[src/rtl/hazard_scoreboard.sv]
// hazard_scoreboard: per-register countdown scoreboard that stalls ID on RAW hazards and gates IF flush.
// Optional HAZARD_STATS_EN adds saturating StallCount/FlushCount outputs.
module hazard_scoreboard #(
    parameter int NUM_REGS  = 32,
    parameter int REG_AW    = 5,
    parameter int ALU_LAT   = 0,
    parameter int LOAD_LAT  = 1,
    parameter int MULTI_LAT = 2,
    parameter int BR_EXTRA  = 1
) (
    input  logic              Clk,
    input  logic              Rst_n,
    input  logic              ID_Valid,
    input  logic [REG_AW-1:0] ID_Rs,
    input  logic [REG_AW-1:0] ID_Rt,
    input  logic              ID_UsesRs,
    input  logic              ID_UsesRt,
    input  logic              ID_IsBranch,
    input  logic [REG_AW-1:0] ID_Dst,
    input  logic              ID_DstWrite,
    input  logic [1:0]        ID_Class,
    input  logic              PCSRC,
    output logic              PCWrite,
    output logic              IFIDWrite,
    output logic              IDStall,
    output logic              IF_Flush
`ifdef HAZARD_STATS_EN
    ,
    output logic [15:0]       StallCount,
    output logic [15:0]       FlushCount
`endif
);
    localparam int CW = $clog2(MULTI_LAT + BR_EXTRA + 1);

    logic [CW-1:0] cnt [NUM_REGS];
    logic [CW-1:0] thresh;
    logic [CW-1:0] load_val;
    logic          pend_rs;
    logic          pend_rt;
    logic          stall;
    logic          issue;

    // Non-branch consumers get forwarding, so they only wait while more than BR_EXTRA cycles remain.
    always_comb begin
        thresh    = ID_IsBranch ? '0 : CW'(BR_EXTRA);
        pend_rs   = ID_UsesRs && ID_Rs != '0 && cnt[ID_Rs] > thresh;
        pend_rt   = ID_UsesRt && ID_Rt != '0 && cnt[ID_Rt] > thresh;
        stall     = Rst_n && ID_Valid && (pend_rs || pend_rt);
        issue     = ID_Valid && !stall;
        load_val  = ID_Class == 2'd1 ? CW'(LOAD_LAT + BR_EXTRA) :
                    ID_Class == 2'd2 ? CW'(MULTI_LAT + BR_EXTRA) : CW'(ALU_LAT + BR_EXTRA);
        PCWrite   = !stall;
        IFIDWrite = !stall;
        IDStall   = stall;
        IF_Flush  = Rst_n && !stall && PCSRC;
    end

    always_ff @(posedge Clk or negedge Rst_n) begin
        if (!Rst_n) begin
            for (int r = 0; r < NUM_REGS; r++) cnt[r] <= '0;
        end else begin
            for (int r = 0; r < NUM_REGS; r++)
                cnt[r] <= (issue && ID_DstWrite && ID_Dst != '0 && ID_Dst == REG_AW'(r)) ? load_val :
                          (cnt[r] != '0) ? cnt[r] - 1'b1 : cnt[r];
        end
    end

`ifdef HAZARD_STATS_EN
    always_ff @(posedge Clk or negedge Rst_n) begin
        if (!Rst_n) begin
            StallCount <= '0;
            FlushCount <= '0;
        end else begin
            if (IDStall && StallCount != 16'hFFFF) StallCount <= StallCount + 1'b1;
            if (IF_Flush && FlushCount != 16'hFFFF) FlushCount <= FlushCount + 1'b1;
        end
    end
`endif
endmodule
[config.mk]
export PLATFORM = sky130hd
export DESIGN_NAME = hazard_scoreboard
export DESIGN_NICKNAME = d
export VERILOG_FILES = /design/src/rtl/hazard_scoreboard.sv
export SDC_FILE = /design/constraint.sdc
export NUM_CORES = 1
export LEC_CHECK = 0
export CORE_MARGIN = 2
export CORE_UTILIZATION = 35
export DETAILED_ROUTE_END_ITERATION = 10
export GPL_TIMING_DRIVEN = 0
export PLACE_DENSITY = 0.58
export SYNTH_ARGS = -nofsm -noshare
export SYNTH_HDL_FRONTEND = slang
export SYNTH_SLANG_ARGS = --single-unit
export TNS_END_PERCENT = 30
[constraint.sdc]
create_clock -name Clk -period 20.5 [get_ports Clk]
set_input_delay 6.15 -clock Clk [delete_from_list [all_inputs] [get_ports Clk]]
set_output_delay 6.15 -clock Clk [all_outputs]
set_load 0.03 [all_outputs]
==> flow_summary_export.csv <==
group,metric,value,unit
status,outcome,"finished clean",
timing,max_freq,56.4,MHz
detailed_routing,drt-pass1-iter-count,4,
detailed_routing,vias_per_cell,5.44,
clock_network,post-cts-setup-buffer-count,0,
floorplan,dieArea,0.0158,mm2
clock_network,numClockSinks,64,
placed_design,gp_congestion,0.930,
detailed_routing,finalWirelength,14.1,mm
clock_network,cts_buffer_depth,2,
placed_design,hpwl,10.8,mm
power,p_sw,0.341,mW
floorplan,die_y,126,um
clock_network,cts_tree,"yes",
run,cap_violations,0,
timing,final_max_slew_viol_count,0,
final_layout,final-seq-area,0.00160,mm2
placed_design,io_buffers,24,
worst_hold_path,hold_class,"reg -> reg",
power,ir_drop,0.0000491,V
power,power_frac_clock,19.6,%
detailed_routing,final_antenna_net_count,0,
setup_path,rrSetupSlack,16.98,ns
final_layout,reg_top3,"cnt x64",
global_routing,gr-total-overflow,0,
floorplan,ios,29,
power,power,0.855,mW
power,p_int,0.514,mW
floorplan,start_util,35.8,%
setup_path,required,14.35,ns
detailed_routing,wire_per_inst,19.8,um
final_layout,layout_common_cells,"mux2i_1 (70), inv_1 (69), dfrtp_1 (64)",
power,sequentialPowerShare,31.5,%
clock_network,cts_root_buf,"clkbuf_16",
timing,rsz0062_at_grt,"false",
yosys,synth_seq_cells,64,
final_layout,num-fill-cells,1416,
floorplan,fp.dieW,126,um
floorplan,rows,44,
final_layout,nNetsFinal,585,
global_routing,grt_max_degree,68,
yosys,synth_edf_count,0,
power,total_leakage_power,2.56,nW
power,switching_share,39.9,%
yosys,ys_warn_count,0,
final_layout,regMostFlops,"cnt",
timing,relSlewSlack,37.6,%
power,combPwrFrac,48.9,%
yosys,synth_ff_type,"dfrtp_1",
final_layout,area_delta_synth_final,15.3,%
timing,timing.final.crit_share,86.5,%
timing,min_period,17.74,ns
yosys,async_flop_share,100,%
yosys,netlist_instances,490,
final_layout,multi_input_area,0.00319,mm2
clock_network,ctsHoldBuffers,0,
clock_network,insertion_delay,0.35,ns
final_layout,final_common_cell,"mux2i_1",
clock_network,clk_pin_slew,0.05,ns
setup_path,crit_arrival,11.59,ns
global_routing,grt_pass1_wl,22.7,mm
setup_path,startpoint_type,"input port",
yosys,synth_cell_types,46,
timing,hold_viol_final,0,
setup_path,path_class,"in -> out",
final_layout,drive_gt1_share,17.5,%
timing,worst_pin_slew,0.936,ns
detailed_routing,vias,3887,
setup_path,crit_fanout,10,
clock_network,ctsHtreeMaxLevel,3,
timing,setup_viol,0,
clock_network,cts_buffers,9,
global_routing,grt_antenna_before_repair,0,
floorplan,coreArea,0.0145,mm2
yosys,syn_area,0.00518,mm2
power,powerDensity,143,mW/mm2
global_routing,grt_pass1_vias,4087,
detailed_routing,drc,0,
final_layout,diodes,0,
setup_path,worstSetupEndpointType,"primary output",
detailed_routing,first_iter_violations,206,
global_routing,grt_util_all_layers,19.0,%
yosys,ys_seq_area_share,30.9,%
yosys,synth_nets,550,
timing,fin_tns_setup,0,ns
clock_network,post_cts_resized,0,
timing,finalClockSkew,0.00697,ns
final_layout,largest_reg_flops,64,
yosys,avgSynthCellArea,10.6,um2
==> Yosys cell counts, drive strengths merged, types with 2 or more instances <==
cell type	instances	area share, %
or3	6	0.73
inv	69	5.0
a21oi	34	3.3
buf	14	1.6
nor2	34	2.5
a2111oi	2	0.46
nand2b	4	0.48
nand2	12	0.87
nor2b	2	0.24
ha	35	8.5
nor4	13	4.0
nor3	14	2.5
dfrtp	64	31
mux4	28	12
o21ai	2	0.19
o221ai	2	0.34
o22ai	3	0.36
nand3	7	0.68
mux2	7	1.5
or2	3	0.36
or4	7	1.0
clkbuf	11	0.80
xor2	31	5.2
mux2i	70	14
nand3b	2	0.29
==> layout make-up <==
type	count	share of cell area, %
Buffer	25	2.08
Clock buffer	9	3.78
Clock inverter	7	1.61
Inverter	69	4.34
Multi-Input combinational cell	332	53.5
Sequential cell	64	26.8
Tap cell	184	3.86
Timing Repair Buffer	24	3.98
==> layer usage <==
metal,vias to the layer above,routed length (um),GRT usage (%)
met5,-,0,0
met4,0,386,9.02
met3,24,732,3.70
met2,95,7070,31.5
met1,1952,5950,23.8
li1,1816,-,-
==> kinds of logic (layout without fill, tap and decap cells) <==
| family | Yosys count | after routing | synth area share, % |
|---|---|---|---|
| AO/OA/AOI/OAI | 50 | 50 | 5.97 |
| AND/OR/NAND/NOR | 110 | 110 | 14.6 |
| XOR/XNOR | 32 | 32 | 5.41 |
| flip-flops | 64 | 64 | 30.9 |
| buffers and inverters | 94 | 134 | 7.40 |
| adder cells (fa/ha/maj) | 35 | 35 | 8.46 |
| multiplexers | 105 | 105 | 27.2 |
==> stage by stage <==
| stage | setup slack [ns] | hold WS, ns | std cells | area, um2 | utilization [%] |
|---|---|---|---|---|---|
| detailed placement | 2.71 | 0.533 | 698 | 5640 | 39.0 |
| global route | 2.45 | 0.591 | 714 | 5970 | 41.2 |
| global placement | 2.72 | 0.526 | 698 | 5650 | 39.0 |
| CTS | 2.70 | 0.548 | 714 | 5970 | 41.2 |
| finish | 2.76 | 0.541 | 714 | 5970 | 41.2 |
| floorplan | 4.72 | 0.482 | 490 | 5180 | - |
==> power by group through the flow <==
stage | Clock (mW) | Sequential (mW) | Combinational, mW
after floorplan | 0 | 0.246 | 0.334
after detailed placement | 0 | 0.270 | 0.420
after global placement | 0 | 0.265 | 0.389
after CTS | 0.170 | 0.268 | 0.424
after global routing | 0.176 | 0.279 | 0.478
final | 0.167 | 0.269 | 0.418
==> worst max-delay path, stage by stage <==
cell and delay (ns):
clkdlybuf4s50_1 0.68, buf_2 0.37, buf_1 0.75, mux4_2 0.62
mux2i_1 0.20, a21oi_1 0.13, or3_1 0.32, o21ai_0 0.11
ha_1 0.27, nor2_1 0.09, nor3_1 0.06, o32ai_2 0.45
buf_4 0.30, buf_4 0.23, inv_1 0.09, and3_1 0.18
clkdlybuf4s50_1 0.58
==> path summary, 6_finish.rpt <==
| check | start | depth (start not counted) | to |
|---|---|---|---|
| worst min-delay path | cnt[62] | 1 | cnt[62] |
| min in group asynchronous | Rst_n | 1 | cnt[1] |
| worst min register to register | cnt[62] | 1 | cnt[62] |
| worst max-delay path | ID_Rs[0] | 17 | IF_Flush |
| worst max register to register | cnt[56] | 10 | cnt[1] |
| max in group asynchronous | Rst_n | 1 | cnt[26] |
(Power assumes the default switching activity.)
